$ cat src/rtl/lc_ctrl_pkg.sv
// Shared definitions for the pipelined LEGv8 control unit: opcodes, ALUOp codes, cond codes, control bundle.
// Latency: n/a (constants, types and pure functions only).
// Backpressure: n/a.
package lc_ctrl_pkg;

    localparam int ALUOP_BITS = 3;

    // ALUOp encodings
    localparam logic [ALUOP_BITS-1:0] ALUOP_PASSB = 3'b000;
    localparam logic [ALUOP_BITS-1:0] ALUOP_ADD   = 3'b010;
    localparam logic [ALUOP_BITS-1:0] ALUOP_SUB   = 3'b011;
    localparam logic [ALUOP_BITS-1:0] ALUOP_AND   = 3'b100;
    localparam logic [ALUOP_BITS-1:0] ALUOP_XOR   = 3'b110;

    // Full 11-bit opcodes (instruction[31:21])
    localparam logic [10:0] OP_LDUR = 11'b11111000010;
    localparam logic [10:0] OP_STUR = 11'b11111000000;
    localparam logic [10:0] OP_ADDS = 11'b10101011000;
    localparam logic [10:0] OP_SUBS = 11'b11101011000;
    localparam logic [10:0] OP_AND  = 11'b10001010000;
    localparam logic [10:0] OP_EOR  = 11'b11001010000;
    localparam logic [10:0] OP_LSR  = 11'b11010011010;
    // Shorter opcodes, compared against the top bits only
    localparam logic [9:0]  OP_ADDI  = 10'b1001000100;
    localparam logic [5:0]  OP_B     = 6'b000101;
    localparam logic [7:0]  OP_CBZ   = 8'b10110100;
    localparam logic [7:0]  OP_BCOND = 8'b01010100;

    // B.cond condition codes (instruction[3:0])
    localparam logic [3:0] COND_EQ = 4'h0;
    localparam logic [3:0] COND_NE = 4'h1;
    localparam logic [3:0] COND_GE = 4'hA;
    localparam logic [3:0] COND_LT = 4'hB;

    typedef struct packed {
        logic                  ALUSrc;
        logic                  ShiftEn;
        logic                  SetFlags;
        logic [ALUOP_BITS-1:0] ALUOp;
        logic                  MemWrite;
        logic                  MemRead;
        logic                  RegWrite;
        logic                  MemToReg;
    } ctrl_t;

    // nzvc = {N,Z,V,C}; C is not consulted by any supported condition.
    function automatic logic cond_eval(input logic [3:0] cond, input logic [3:0] nzvc);
        logic res;
        logic unused_c;
        unused_c = nzvc[0];
        case (cond)
            COND_EQ: res = nzvc[2];
            COND_NE: res = ~nzvc[2];
            COND_LT: res = nzvc[3] ^ nzvc[1];
            COND_GE: res = ~(nzvc[3] ^ nzvc[1]);
            default: res = 1'b0;
        endcase
        return res;
    endfunction

    // Mask bit order: bit0 EQ, bit1 NE, bit2 LT, bit3 GE.
    function automatic logic cond_enabled(input logic [3:0] cond, input logic [3:0] en);
        logic res;
        case (cond)
            COND_EQ: res = en[0];
            COND_NE: res = en[1];
            COND_LT: res = en[2];
            COND_GE: res = en[3];
            default: res = 1'b0;
        endcase
        return res;
    endfunction

endpackage

$ cat src/rtl/pipelined_control_unit_decode.sv
// Combinational ID-stage decoder: opcode + cond -> control bundle, branch class, Reg2Loc, illegal.
// Latency: 0 cycles (pure combinational).
// Backpressure: none; qualification by valid/flush happens in the parent.
module ctrl_decode
    import lc_ctrl_pkg::*;
#(
    parameter logic [3:0] COND_EN = 4'b0111
) (
    input  logic [10:0] i_opcode,     // instruction[31:21]
    input  logic [3:0]  i_cond,       // instruction[3:0]
    output ctrl_t       o_ctrl,       // EX/MEM/WB control bundle
    output logic        o_reg2loc,
    output logic        o_uncond_br,
    output logic        o_is_b,
    output logic        o_is_cbz,
    output logic        o_is_bcond,   // only for enabled condition codes
    output logic        o_illegal
);

    always_comb begin
        o_ctrl      = '0;
        o_reg2loc   = 1'b0;
        o_uncond_br = 1'b0;
        o_is_b      = 1'b0;
        o_is_cbz    = 1'b0;
        o_is_bcond  = 1'b0;
        o_illegal   = 1'b0;
        if (i_opcode == OP_LDUR) begin
            o_ctrl.ALUSrc   = 1'b1;
            o_ctrl.ALUOp    = ALUOP_ADD;
            o_ctrl.MemRead  = 1'b1;
            o_ctrl.RegWrite = 1'b1;
            o_ctrl.MemToReg = 1'b1;
        end else if (i_opcode == OP_STUR) begin
            // Store data register sits in the Rt field, hence Reg2Loc.
            o_reg2loc       = 1'b1;
            o_ctrl.ALUSrc   = 1'b1;
            o_ctrl.ALUOp    = ALUOP_ADD;
            o_ctrl.MemWrite = 1'b1;
        end else if (i_opcode[10:1] == OP_ADDI) begin
            o_ctrl.ALUSrc   = 1'b1;
            o_ctrl.ALUOp    = ALUOP_ADD;
            o_ctrl.RegWrite = 1'b1;
        end else if (i_opcode == OP_ADDS) begin
            o_ctrl.ALUOp    = ALUOP_ADD;
            o_ctrl.SetFlags = 1'b1;
            o_ctrl.RegWrite = 1'b1;
        end else if (i_opcode == OP_SUBS) begin
            o_ctrl.ALUOp    = ALUOP_SUB;
            o_ctrl.SetFlags = 1'b1;
            o_ctrl.RegWrite = 1'b1;
        end else if (i_opcode == OP_AND) begin
            o_ctrl.ALUOp    = ALUOP_AND;
            o_ctrl.RegWrite = 1'b1;
        end else if (i_opcode == OP_EOR) begin
            o_ctrl.ALUOp    = ALUOP_XOR;
            o_ctrl.RegWrite = 1'b1;
        end else if (i_opcode == OP_LSR) begin
            // Shifter does the work; the ALU just passes its B operand through.
            o_ctrl.ShiftEn  = 1'b1;
            o_ctrl.ALUOp    = ALUOP_PASSB;
            o_ctrl.RegWrite = 1'b1;
        end else if (i_opcode[10:5] == OP_B) begin
            o_uncond_br = 1'b1;
            o_is_b      = 1'b1;
        end else if (i_opcode[10:3] == OP_CBZ) begin
            o_reg2loc = 1'b1;
            o_is_cbz  = 1'b1;
        end else if (i_opcode[10:3] == OP_BCOND) begin
            if (cond_enabled(i_cond, COND_EN)) begin
                o_is_bcond = 1'b1;
            end else begin
                o_illegal = 1'b1;
            end
        end else begin
            o_illegal = 1'b1;
        end
    end

endmodule

$ cat src/rtl/pipelined_control_unit.sv
// Pipelined LEGv8 control: decodes ID, carries controls through EX/MEM/WB, owns NZVC, resolves branches in ID.
// Latency: ALU controls +1, memory controls +2, writeback controls +3 cycles after ID.
// Backpressure: stall holds ID (EX gets a bubble, MEM/WB keep draining); flush squashes ID; flag_hazard asks for a stall.
// Ports: clk/reset (async, active-high); instruction/instr_valid/stall/flush/rd_zero and live alu_* flags in;
//        ID-stage Reg2Loc/UncondBr/BrTaken/flag_hazard/illegal, ex_*/mem_*/wb_* registered controls and flags out.
module pipelined_control_unit
    import lc_ctrl_pkg::*;
#(
    parameter int         ALUOP_W  = 3,
    parameter int         FLAG_FWD = 1,
    parameter logic [3:0] COND_EN  = 4'b0111
) (
    input  logic               clk,
    input  logic               reset,
    input  logic [31:0]        instruction,
    input  logic               instr_valid,
    input  logic               stall,
    input  logic               flush,
    input  logic               rd_zero,
    input  logic               alu_negative,
    input  logic               alu_zero,
    input  logic               alu_overflow,
    input  logic               alu_carry,
    output logic               Reg2Loc,
    output logic               UncondBr,
    output logic               BrTaken,
    output logic               flag_hazard,
    output logic               illegal,
    output logic               ex_ALUSrc,
    output logic               ex_ShiftEn,
    output logic               ex_SetFlags,
    output logic [ALUOP_W-1:0] ex_ALUOp,
    output logic               mem_MemWrite,
    output logic               mem_MemRead,
    output logic               wb_RegWrite,
    output logic               wb_MemToReg,
    output logic [3:0]         flags
);

    localparam bit P_FWD = (FLAG_FWD != 0);

    ctrl_t      w_dec_ctrl;
    logic       w_dec_reg2loc;
    logic       w_dec_uncond;
    logic       w_dec_is_b;
    logic       w_dec_is_cbz;
    logic       w_dec_is_bcond;
    logic       w_dec_illegal;

    logic       w_id_ok;
    logic       w_id_load;
    logic       w_ex_setter;
    logic [3:0] w_alu_flags;
    logic [3:0] w_fsel;
    logic       w_hazard;
    logic       w_unused_bits;

    ctrl_t      r_ex_ctrl;
    logic       r_ex_valid;
    logic       r_mem_mem_write;
    logic       r_mem_mem_read;
    logic       r_mem_reg_write;
    logic       r_mem_mem_to_reg;
    logic       r_wb_reg_write;
    logic       r_wb_mem_to_reg;
    logic [3:0] r_flags;

    ctrl_decode #(
        .COND_EN (COND_EN)
    ) u_decode (
        .i_opcode    (instruction[31:21]),
        .i_cond      (instruction[3:0]),
        .o_ctrl      (w_dec_ctrl),
        .o_reg2loc   (w_dec_reg2loc),
        .o_uncond_br (w_dec_uncond),
        .o_is_b      (w_dec_is_b),
        .o_is_cbz    (w_dec_is_cbz),
        .o_is_bcond  (w_dec_is_bcond),
        .o_illegal   (w_dec_illegal)
    );

    // Register/immediate fields are consumed by the datapath, not here.
    assign w_unused_bits = ^instruction[20:4];

    assign w_id_ok     = instr_valid & ~flush;
    assign w_id_load   = instr_valid & ~stall & ~flush;
    assign w_ex_setter = r_ex_valid & r_ex_ctrl.SetFlags;
    assign w_alu_flags = {alu_negative, alu_zero, alu_overflow, alu_carry};

    // Flags a B.cond in ID should see: the EX result if it is about to land in NZVC and forwarding is built.
    assign w_fsel   = (P_FWD && w_ex_setter) ? w_alu_flags : r_flags;
    // Without forwarding the register is one cycle stale while a setter sits in EX.
    assign w_hazard = ~P_FWD & w_id_ok & w_dec_is_bcond & w_ex_setter;

    assign Reg2Loc     = w_id_ok & w_dec_reg2loc;
    assign UncondBr    = w_id_ok & w_dec_uncond;
    assign flag_hazard = w_hazard;
    assign illegal     = w_id_ok & w_dec_illegal;
    assign BrTaken     = w_id_ok & ( w_dec_is_b
                                   | (w_dec_is_cbz & rd_zero)
                                   | (w_dec_is_bcond & ~w_hazard & cond_eval(instruction[3:0], w_fsel)));

    always_ff @(posedge clk or posedge reset) begin
        if (reset) begin
            r_ex_valid       <= 1'b0;
            r_ex_ctrl        <= '0;
            r_mem_mem_write  <= 1'b0;
            r_mem_mem_read   <= 1'b0;
            r_mem_reg_write  <= 1'b0;
            r_mem_mem_to_reg <= 1'b0;
            r_wb_reg_write   <= 1'b0;
            r_wb_mem_to_reg  <= 1'b0;
            r_flags          <= 4'b0000;
        end else begin
            // Bubbles carry an all-zero bundle so downstream stages need no valid qualification.
            r_ex_valid       <= w_id_load;
            r_ex_ctrl        <= w_id_load ? w_dec_ctrl : '0;
            r_mem_mem_write  <= r_ex_ctrl.MemWrite;
            r_mem_mem_read   <= r_ex_ctrl.MemRead;
            r_mem_reg_write  <= r_ex_ctrl.RegWrite;
            r_mem_mem_to_reg <= r_ex_ctrl.MemToReg;
            r_wb_reg_write   <= r_mem_reg_write;
            r_wb_mem_to_reg  <= r_mem_mem_to_reg;
            if (w_ex_setter) begin
                r_flags <= w_alu_flags;
            end
        end
    end

    assign ex_ALUSrc    = r_ex_ctrl.ALUSrc;
    assign ex_ShiftEn   = r_ex_ctrl.ShiftEn;
    assign ex_SetFlags  = r_ex_ctrl.SetFlags;
    assign ex_ALUOp     = ALUOP_W'(r_ex_ctrl.ALUOp);
    assign mem_MemWrite = r_mem_mem_write;
    assign mem_MemRead  = r_mem_mem_read;
    assign wb_RegWrite  = r_wb_reg_write;
    assign wb_MemToReg  = r_wb_mem_to_reg;
    assign flags        = r_flags;

endmodule

$ cat config.mk
export PLATFORM = sky130hd
export DESIGN_NAME = pipelined_control_unit
export DESIGN_NICKNAME = d
export VERILOG_FILES = /design/src/rtl/lc_ctrl_pkg.sv /design/src/rtl/pipelined_control_unit_decode.sv /design/src/rtl/pipelined_control_unit.sv
export SDC_FILE = /design/constraint.sdc
export NUM_CORES = 1
export LEC_CHECK = 0
export ABC_AREA = 1
export CORE_UTILIZATION = 26
export DETAILED_ROUTE_END_ITERATION = 10
export PLACE_DENSITY_LB_ADDON = 0.12
export SYNTH_ARGS = -nofsm -noshare
export SYNTH_HDL_FRONTEND = slang
export SYNTH_HIERARCHICAL = 1
export SYNTH_SLANG_ARGS = --single-unit
export TNS_END_PERCENT = 1
$ cat constraint.sdc
create_clock -name clk -period 2.1 [get_ports clk]
set_clock_uncertainty 0.1 [all_clocks]
set_input_delay 0.63 -clock clk [delete_from_list [all_inputs] [get_ports clk]]
set_output_delay 0.63 -clock clk [all_outputs]
set_load 0.05 [all_outputs]
==> results of run 1 <==
-- power groups by stage --
stage          clock [W]  combinational [W]  sequential [W]
4_1_cts         0.000262           0.000154        0.000408
2_1_floorplan          0          0.0000608        0.000419
6_report        0.000246           0.000155        0.000408
3_3_place_gp           0           0.000151        0.000416
3_5_place_dp           0           0.000150        0.000416
5_1_grt         0.000286           0.000170        0.000408
-- layer usage --
| layer | part of all wire, % | wire [um] | vias up |
|---|---|---|---|
| met5 | 0 | 0 | - |
| met2 | 50 | 1400 | 32 |
| li1 | - | - | 653 |
| met3 | 4.3 | 120 | 4 |
| met1 | 43 | 1200 | 534 |
| met4 | 2.3 | 64 | 0 |
-- layout make-up --
type / count / area (um^2) / share of cell area, %
multi-input cells: 108 / 668 / 32.5
repair buffers: 66 / 554 / 26.9
flip-flops and latches: 21 / 529 / 25.7
inverters: 49 / 196 / 9.54
well taps: 52 / 65.1 / 3.16
clock buffers: 4 / 45.0 / 2.19
-- what timing repair did --
item,4_1_cts,5_1_grt
buffers inserted,6,0
gates resized for setup,84,18
endpoints found under the setup margin,4,4
pin swaps,27,18
-- cell usage in the layout, fill, tap and decap left out, types with 2 or more instances in the layout --
| master | count |
|---|---|
| buf_12 | 4 |
| buf_2 | 9 |
| buf_4 | 38 |
| clkbuf_2 | 2 |
| clkbuf_8 | 3 |
| clkdlybuf4s15_1 | 3 |
| clkdlybuf4s50_1 | 6 |
| dfrtp_1 | 18 |
| dfrtp_2 | 3 |
| dlygate4sd2_1 | 2 |
| inv_1 | 38 |
| inv_2 | 9 |
| nand2_1 | 22 |
| nand2_2 | 18 |
| nand2_4 | 5 |
| nand3_1 | 6 |
| nand3_2 | 7 |
| nand4_1 | 5 |
| nor2_1 | 23 |
| nor2_2 | 6 |
| nor2_4 | 9 |
-- worst max-delay path, delay by kind of cell --
family	cells	cell delay, ns
AOI/OAI and AO/OA	1	0.17
and+or+nand+nor	5	0.50
buffers and inverters	4	0.42
-- final timing paths --
| check | from | slack, ns | end |
|---|---|---|---|
| max in group asynchronous | reset | 1.08 | flags[3]$_DFF_PP0_ |
| worst min-delay path | r_ex_ctrl[2]$_DFF_PP0_ | 0.25 | mem_MemRead$_DFF_PP0_ |
| worst min register to register | r_ex_ctrl[2]$_DFF_PP0_ | 0.25 | mem_MemRead$_DFF_PP0_ |
| worst max-delay path | instruction[27] | -0.35 | BrTaken |
| worst max register to register | ex_SetFlags$_DFF_PP0_ | 0.87 | flags[0]$_DFFE_PP0N_ |
| min in group asynchronous | reset | 0.60 | wb_RegWrite$_DFF_PP0_ |
-- stage by stage --
| step | worst slack [ns] | instance area, um^2 | total power [W] |
|---|---|---|---|
| 5_1_grt | -0.435 | 2060 | 0.000865 |
| 3_5_place_dp | -0.813 | 1900 | 0.000566 |
| 3_3_place_gp | -0.839 | 1900 | 0.000566 |
| 4_1_cts | -0.368 | 2030 | 0.000825 |
| 6_report | -0.352 | 2060 | 0.000810 |
| 2_1_floorplan | -0.125 | 1320 | 0.000480 |
-- kinds of logic after synthesis --
kind of cell,share of synthesized area (%)
other,0.297
AO/OA/AOI/OAI,2.18
AND/OR/NAND/NOR,36.9
buffers and inverters,18.1
flip-flops,41.6
multiplexers,0.892
==> results.txt, run 1 <==
- The first global-routing pass estimated 5010 um of wire.
- Clock buffers created by TritonCTS: 3
- The floorplan step defined a die boundary enclosing 5140 um^2.
* Cell type with the largest total area after synthesis: dfrtp_1
- In this run the horizontal extent of the chip is 71.7 um.
* Initial Utilization: around 28%
- Min-Delay Path Class: reg2reg
- GR met1 Demand/Resource: a little over an eighth
- Gate power share: 19.2%
- Critical path fanouts, max: 3
* Share of the clock period used by the worst path: 117%
- The setup path with the least slack is of type in2out.
* Count of distinct cell types in the synthesized netlist: 20
* Synth top area cells: dfrtp_1, inv_1, nand2_1
* Cell depth of the worst min-delay path: 0
- The routed design could run at a clock period as short as 2.45 ns.
* Flip-flop and latch count after synthesis: 21
- After detailed routing, the number of remaining DRC violations is 0.
* P&R area growth vs syn: 63.0%
- Max-cap violations in this run came to 0.
- The number of placed instances, taps included, is 290.
- The flow ran to the end, but the final reports show violations.
* Final setup violation count: 4
- Number of nets in the finished design: 291
* Via count of the first global-routing pass: 1,236
* # rows: 24
* Sequence of cells on the critical path: buf_6, buf_8, inv_12, nand2_4, nor2_4, nand2_1, nor3_2, nand2_2, a21oi_4, buf_12
- Critical-path top delay cell: nor3_2
- For this design the ratio of total power to cell area is 394 nW/um^2.
* Cell with the most instances after synthesis: inv_1
- In this run the static leakage power is 1.14 nW.
- The final layout contains routed wiring with a total length of 2790 um.
* Fill cell count: 487
- Netlist Area Pre-Place: 1260 um^2
- TritonCTS built the clock tree.
- Hold buffer count at CTS: 0
- For this design the total switching power over the nets is 0.000202 W.
- The total count of hold-check failures in the final report came to 0.
- Inserted Diodes: 0
- Switch share: 25.0%
- Final Slew Violations: 0
* Sequential fraction of the synthesis area: a little over two fifths
- Clock tree sinks: 21
* Area fraction of the dominant cell type after synthesis: 41.6%
* Layout cell share with drive strength beyond 1: 48.4%
- Critical Path AT: 1.72 ns
* GR Overflow Total: 0
- Global-route met3 utilization: 1.55%
- Latest clock arrival within the worst-skew pair: 0.25 ns
* Routability cong.: 0.858
- In this run, the number of DRC markers left after iteration 0 of detailed routing was 49.
* Clk root buf: clkbuf_8
- Summed over all nets, the half-perimeter wirelength after detailed placement is 2260 um.
- When the netlist entered floorplanning its net count stood at 226.
* Clock power share: 30.4%
- Failing checks: negative setup slack
- In this run the vertical extent of the chip is 71.7 um.
* Drt via density: ~4.1
- During synthesis, Yosys emitted a total of 6 warnings.
* Highest clock frequency the design can meet: 408 MHz
- In the global route stage, overall resource usage came out at 12.2%.
- After floorplanning, the core was sized to cover roughly 4500 um^2.
- The longest clock path from root to sink contains 2 buffers.
- 61 I/O pins were placed.
- The detailed router placed around 1,200 vias in this run.
* Sum of negative setup slack: -1.14 ns
- In the synthesized netlist the async set-or-reset flop fraction comes to 100%.
- At the worst endpoint, the required time is 1.37 ns.
- Part of the total power dissipated in sequential elements: 50.4%
* H-tree Lvls: 1
- Busiest grt layer: met2
- The internal power of the cells totals 0.000608 W.
- In this run, synthesis inferred 0 flip-flops with an integrated enable.
* Top FF cell, synth: dfrtp_1
- STA classifies the critical path startpoint as a primary input.
- Final Worst Setup Slack: -0.352 ns
- Post-detailed-route wirelength per cell: 9.29 um
- The average instance in the mapped netlist occupies between 6 and 7 um^2.
* RSZ-0062 raised after global routing: yes
* PortBufs: between 40 and 50
* Initial antenna violation count: 0
- Entering global routing, the biggest net connects 22 pins.
* Critical Path End Type: output pin
* Met2 track demand over resource in global routing: between 20% and 30%
- Final ANT Viol Nets: 0
- Count of mapped cells out of synthesis: 184
* Stage delay of the slowest cell on the critical path: 0.20 ns
* Post-route core utilization: 45.7%
- For this run, the detailed router's first-pass iteration total came to 3.
- VDD IR-drop max: approximately 0.00023 V
- Hold timing on the final database bottoms out at a slack of 0.248 ns.
- Most frequent cells after synthesis: inv_1, nand2_1, nor2_1
- Non-filler cells, final: 300
* Reg2reg path depth: 3
* Clock input transition at the sequential cells of the worst setup and hold paths: 0.06 ns
Note: power is estimated with default switching activity, not from simulation.
==> run 2, diff against run 1 <==
CORE_MARGIN = 2   (was default)
DONT_BUFFER_PORTS = 1   (was default)
==> run 2 against run 1 <==
  * The run still ends with negative setup slack left
  * Sequential power rose by 1%
  * Non-clock buffer count fell by 44
  * Fmax rose by 5.6%
  * Critical path depth did not move
  * Critical path type is now reg2out
  * Highest routed layer unchanged
==> results.txt, run 2 (synthesis results as in run 1) <==
- The critical path arrival is 1.59 ns (-0.13 ns).
- Critical path class: reg2out
* Reg2reg path depth: 4 (+1)
- The flow ran to the end, but the final reports show violations.
* Worst Path Required: 1.37 ns (about the same)
- The number of buffers added by the clock tree synthesis step came to 3 (unchanged).
- Clock tree sinks: 21 (unchanged)
- The initial antenna violation count came to 0 (unchanged).
* Via count of the first global-routing pass: 1,174 (-5.0%)
- H-tree Lvls: 1 (unchanged)
* Final Worst Setup Slack: -0.222 ns (+0.130 ns)
- The final estimated routing congestion in global placement came to 0.832 (-3.1%).
* Total of max-cap violations: 0 (unchanged)
- The power density over cell area was 454 nW/um^2 (+15%).
- Pre-Repair DR Iteration Count: 4 (+1)
* Failing checks: negative setup slack
- In this run the critical register-to-register path is captured at flags[0]$_DFFE_PP0N_.
- Initial Utilization: 26.9% (-1.1 points)
- The row count came to 25 (+4.2%).
- The largest net degree at the start of global routing was 19 (-14%).
- Relative to the synthesized area, the layout overhead comes to 29.8%.
- PortBufs: 0 (-100%)
- Fill cell count: 512 (+5.1%)
* Pleak: 0.911 nW (-20%)
* Reg-to-Reg Start: ex_SetFlags$_DFF_PP0_
* Most common cell after layout, fill and taps aside: inv_1
* Die Span Y: 73.7 um (+2.8%)
- The final clock period utilization by the worst path was 111% (-6.2 points).
- The overall die area is 5430 um^2 (+5.7%).
* First-pass GRT wire length: 4730 um (-5.5%)
- The count of final setup violators came to 3 (-1).
* Nature of the critical path startpoint: register
* TritonCTS clock tree: yes
- Critical Path End Type: output pin
* Placement Setup Slack: -0.247 ns (+0.566 ns)
- The final critical delay including setup and external delays was 2.32 ns (-0.130 ns).
- The post-detailed-route wirelength per cell was 10.1 um (+8.9%).
- The total length of routed wires was 2610 um (-6.4%).
- The largest fanout on the critical path is 7 (+4).
- Min-Delay Path Class: in2async
* Die W: 73.7 um (+2.8%)
* Register-to-Register Setup Slack: 0.79 ns (-0.08 ns)
* Post-route core utilization: 34.9% (-11 points)
- The clock-pin transition on the worst setup and hold timing paths was 0.07 ns (about the same).
* Final Slew Violations: 0 (unchanged)
* Final hold violation count: 0 (unchanged)
* Final ANT Viol Nets: 0 (unchanged)
- Clk root buf: clkbuf_8
* Clock buffer depth: 2 (unchanged)
- DRC violation total after the first TritonRoute iteration: 39 (-20%)
- The share of layout cells above drive strength 1 is 33.3% (-15 points).
- The total congestion overflow after global routing is 0 (unchanged).
* VDD IR-drop max: 0.000186 V (-19%)
- Setup repair after global routing could not meet its margin everywhere.
* Overall routing resource usage: 10.9% (-1.3 points)
- The number of buffers inserted by hold repair at cts was 0 (unchanged).
- The via-per-instance ratio is 4.26 (+4.5%).
- The number of top-level pins is 61 (unchanged).
- Latest clock arrival within the worst-skew pair: 0.25 ns (about the same)
- Highest clock frequency the design can meet: 431 MHz (+5.6%)
- Commonest cells after routing, fill and taps aside: inv_1, nand2_1, nor2_1
- Placeable core region: 4690 um^2 (+4.2%)
- Number of vias in the routed layout: 1,099 (-10%)
- The number of remaining DRC errors came to 0 (unchanged).
* Number of nets in the finished design: 247 (-15%)
* Inserted Diodes: 0 (unchanged)
* Detailed-placement wirelength estimate: 2240 um (-0.92%)
## run 2: area by class of cell
type | count | area (um^2) | area share, %
multi-input combinational | 108 | 586 | 35.7
sequential | 21 | 529 | 32.3
timing repair buffer | 22 | 215 | 13.1
inverter | 49 | 196 | 12.0
tap | 54 | 67.6 | 4.12
clock buffer | 4 | 45.0 | 2.75
## run 2: power breakdown
| group | switching, W | internal (W) | leakage [nW] |
|---|---|---|---|
| combinational | 0.0000535 | 0.0000279 | 0.612 |
| sequential | 0.00000572 | 0.000406 | 0.277 |
| clock | 0.000116 | 0.000135 | 0.0228 |
| total | 0.000175 | 0.000569 | 0.911 |
## run 2: what timing repair did
| action | in CTS | in global routing |
|---|---|---|
| pin swaps | 2 | 3 |
| buffers inserted | 1 | 0 |
| resized for setup | 7 | 7 |
| endpoints found under the setup margin | 3 | 4 |
## run 2: worst max path at each step
| stage | start | end | slack [ns] | cells past startpoint |
|---|---|---|---|---|
| floorplan | instruction[27] | BrTaken | -0.13 | 7 |
| global placement | instruction[29] | illegal | -0.24 | 11 |
| detailed placement | instruction[23] | illegal | -0.25 | 11 |
| CTS | ex_SetFlags$_DFF_PP0_ | BrTaken | -0.26 | 10 |
| global route | ex_SetFlags$_DFF_PP0_ | BrTaken | -0.35 | 10 |
| finish | ex_SetFlags$_DFF_PP0_ | BrTaken | -0.22 | 10 |
## run 2: worst max-delay path: stages, from the launching register on
cell     delay, ns
dfrtp_2       0.45
nand2_4       0.12
nand2_2       0.06
nand2_2       0.07
nand2_2       0.07
nand3_1       0.08
nand2_1       0.05
nand2_1       0.06
nand2_2       0.07
a21oi_4       0.15
buf_12        0.15
## run 2: metal layers
| layer | vias to the layer above | global-route usage [%] | wire (um) |
|---|---|---|---|
| met5 | - | 0 | 0 |
| met2 | 34 | 18.6 | 1320 |
| met3 | 4 | 2.47 | 176 |
| met1 | 493 | 13.0 | 1070 |
| li1 | 568 | - | - |
| met4 | 0 | 4.85 | 46 |
## run 2: metrics by stage
stage	area [um^2]	power, W	hold slack, ns	std cells	setup TNS (ns)
6_report	1640	0.000744	0.0353	258	-0.460
5_1_grt	1640	0.000787	0.0303	258	-0.809
4_1_cts	1620	0.000754	0.0299	258	-0.542
3_5_place_dp	1550	0.000499	0.235	253	-0.513
3_3_place_gp	1550	0.000497	0.234	253	-0.491
2_1_floorplan	1320	0.000480	0.231	184	-0.260
==> run 3, diff against run 2 <==
DONT_BUFFER_PORTS = default   (was 1)
==> run 3 against run 2 <==
  * The flow still finishes with violations (negative setup slack)
  * First-iteration DRC count shrank 41%
  * Cell area up 31%
  * Via count up 14%
  * Non-clock buffer count grew 50
  * Register-to-register slack got worse by 1.0 ns
  * Sequential cell count unchanged
  * Largest power group unchanged
  * Hold slack improved by 0.21 ns
  * Critical endpoint unchanged
  * Routed wire length is 10% higher
  * Fmax is 1.6% lower
==> results.txt, run 3 (synthesis results as in run 1) <==
* Status: finished, violations left
- Failing checks: negative setup slack
- Critical-path top delay cell: clkdlybuf4s15_1
* Placement Setup Slack: -0.803 ns (-0.555 ns)
- Part of the total power dissipated in sequential elements: 50.1% (-5.3 points)
- The total instance count after detailed placement was 291 (+15%).
- The via-per-instance ratio is 4.06 (-4.6%).
* Internal power of the cells: 0.000614 W (+7.9%)
* Total of max-cap violations: 0 (unchanged)
* Hold buffer count at CTS: 0 (unchanged)
- The clock power share was 30.4% (-3.3 points).
- The highest achievable clock rate came to 424 MHz (-1.6%).
- Clock input transition at the sequential cells of the worst setup and hold paths: 0.06 ns (about the same)
* Share of the clock period used by the worst path: 112% (+1.8 points)
* Layout cell share with drive strength beyond 1: 47.6% (+14 points)
* Pre-Repair DR Iteration Count: 4 (unchanged)
- STA classifies the critical path startpoint as a primary input.
- The routed via count came to 1,251 (+14%).
- The remaining number of nets flagged by the antenna check after routing came to 0 (unchanged).
- TritonCTS clock tree: yes
- Min-Delay Path Class: reg2reg
* Final Worst Setup Slack: -0.259 ns (-0.0368 ns)
* Placed inst area: 1910 um^2 (+23%)
* Initial Utilization: 26.9% (unchanged)
- The number of max-slew violations in the final report came to 0 (unchanged).
* Gate power share: 19.5% (+8.5 points)
- Via count of the first global-routing pass: 1,267 (+7.9%)
- The x dimension of the die was 73.7 um (unchanged).
- The detailed router's first-iteration violation count is 23 (-41%).
- Pleak: 1.18 nW (+30%)
* Final hold violation count: 0 (unchanged)
* Initial antenna violation count: 0 (unchanged)
- The final estimated routing congestion in global placement is 0.843 (+1.3%).
- Clock buffer depth: 2 (unchanged)
- Clock tree sinks: 21 (unchanged)
- The row count came to 25 (unchanged).
- Stage delay of the slowest cell on the critical path: 0.21 ns (-0.24 ns)
* Critical Path AT: 1.63 ns (+0.04 ns)
* Switching pwr: 0.000201 W (+15%)
* Critical path buffer and inverter count: 2 (+1)
* Sequence of cells on the critical path: clkdlybuf4s15_1, nor2_1, nand3_1, nor3_2, nand2_2, a21oi_4, buf_12
* H-tree Lvls: 1 (unchanged)
- The die height was 73.7 um (unchanged).
* Pin count of the biggest net entering global routing: 15 (-4)
* Category of cells accounting for the largest share of critical-path delay: simple AND/OR/NAND/NOR gates
* RSZ-0062 raised after global routing: yes
- The wire length of the first global-routing pass was 5050 um (+6.7%).
- The proportion of total power due to net switching was 24.7% (+1.2 points).
* PortBufs: 42 (+42)
- The number of buffers added by the clock tree synthesis step came to 3 (unchanged).
* Overall routing resource usage: 11.7% (+0.78 points)
- Latest clock arrival within the worst-skew pair: 0.25 ns (about the same)
* Post-route core utilization: 45.6% (+11 points)
- Clock tree synthesis selected as its root buffer the cell clkbuf_8.
- Number of nets in the finished design: 297 (+20%)
- The total length of routed wires is 2880 um (+10%).
- The register-to-register path setup slack is -0.21 ns (-1.00 ns).
- In the layout the commonest cells are buf_4, inv_1, nand2_1.
- Most common cell after layout, fill and taps aside: buf_4
- Total power density per cell area: 381 nW/um^2 (-16%)
- Top-level I/O count: 61 (unchanged)
- Post-route cell area: 2140 um^2 (+31%)
- The largest fanout on the critical path came to 2 (-5).
* Final setup violation count: 5 (+2)
- Minimum clock period: 2.36 ns (+0.0368 ns)
- Inserted Diodes: 0 (unchanged)
- Area of the die: 5430 um^2 (unchanged)
- Critical Path End Type: output pin
- The half-perimeter wire length of the detailed placement result came to 2310 um (+3.2%).
- The final instance count without filler cells was 308 (+19%).
- Placeable core region: 4690 um^2 (unchanged)
- The required arrival time at the worst endpoint is 1.37 ns (about the same).
- DR DRC count: 0 (unchanged)
- The post-detailed-route wirelength per cell came to 9.34 um (-7.6%).
- The worst setup path is of the in2out kind.
* GR Overflow Total: 0 (unchanged)
* P&R area growth vs syn: 69.6%
* VDD IR-drop max: 0.000180 V (-3.0%)
==> run 3: cell types whose count changed in the layout (fill, tap and decap cells not counted), moves of 3 or more <==
cell,change
buf_4,+27
buf_6,+7
clkdlybuf4s15_1,+3
clkdlybuf4s15_2,+4
clkdlybuf4s50_1,+6
inv_1,-4
inv_2,+4
nand2_1,-3
nor2_1,-3
nor2_4,+5
==> run 3: routing by layer <==
metal | track usage, % | vias up | part of all wire (%) | routed length, um
met5 | 0 | - | 0 | 0
met4 | 5.25 | 0 | 1.7 | 48
met3 | 1.78 | 4 | 3.9 | 112
met2 | 21.4 | 28 | 53 | 1530
met1 | 13.1 | 547 | 41 | 1190
li1 | - | 672 | - | -
==> run 3: repair_timing <==
| action | in CTS | in global routing |
|---|---|---|
| setup buffers | 13 | 1 |
| gates resized for setup | 106 | 4 |
| pin swaps | 31 | 4 |
| setup endpoints to repair | 4 | 5 |
| gates cloned | 0 | 0 |
==> run 3: path summary, 6_finish.rpt <==
| check | depth (start not counted) | start | end |
|---|---|---|---|
| min | 0 | r_mem_mem_to_reg$_DFF_PP0_ | wb_MemToReg$_DFF_PP0_ |
| max | 7 | instruction[2] | BrTaken |
| max reg2reg | 15 | ex_SetFlags$_DFF_PP0_ | flags[2]$_DFF_PP0_ |
| min reg2reg | 0 | r_mem_mem_to_reg$_DFF_PP0_ | wb_MemToReg$_DFF_PP0_ |
| max in group asynchronous | 3 | reset | r_mem_mem_to_reg$_DFF_PP0_ |
| min in group asynchronous | 2 | reset | flags[0]$_DFFE_PP0N_ |
==> run 3: layout make-up <==
type                    count  area, um^2
repair buffers             72         657
fillers                   495        2550
flip-flops and latches     21         529
multi-input cells         108         646
well taps                  54        67.6
inverters                  49         196
clock buffers               4        45.0
==> run 3: power groups by stage <==
stage / Combinational, W / Sequential (W) / Clock (W)
CTS: 0.000158 / 0.000408 / 0.000259
global route: 0.000176 / 0.000408 / 0.000281
floorplan: 0.0000608 / 0.000419 / 0
global placement: 0.000152 / 0.000416 / 0
detailed placement: 0.000152 / 0.000416 / 0
finish: 0.000159 / 0.000408 / 0.000248
==> run 3: stage by stage <==
stage	hold slack (ns)	setup TNS (ns)	total power, W
floorplan	0.231	-0.260	0.000480
global placement	0.232	-4.50	0.000567
detailed placement	0.235	-4.66	0.000567
CTS	0.250	-1.15	0.000825
global route	0.257	-1.61	0.000865
finish	0.248	-1.15	0.000815
==> run 3: worst reg2reg max path, cell delays in order (launching register included) <==
cell	delay (ns)
dfrtp_2	0.46
nand2_4	0.13
nand2_1	0.07
o21ai_2	0.07
inv_2	0.05
buf_4	0.12
buf_4	0.12
buf_4	0.12
buf_4	0.12
buf_4	0.12
buf_4	0.12
buf_4	0.12
buf_4	0.12
buf_4	0.12
buf_4	0.12
buf_4	0.11
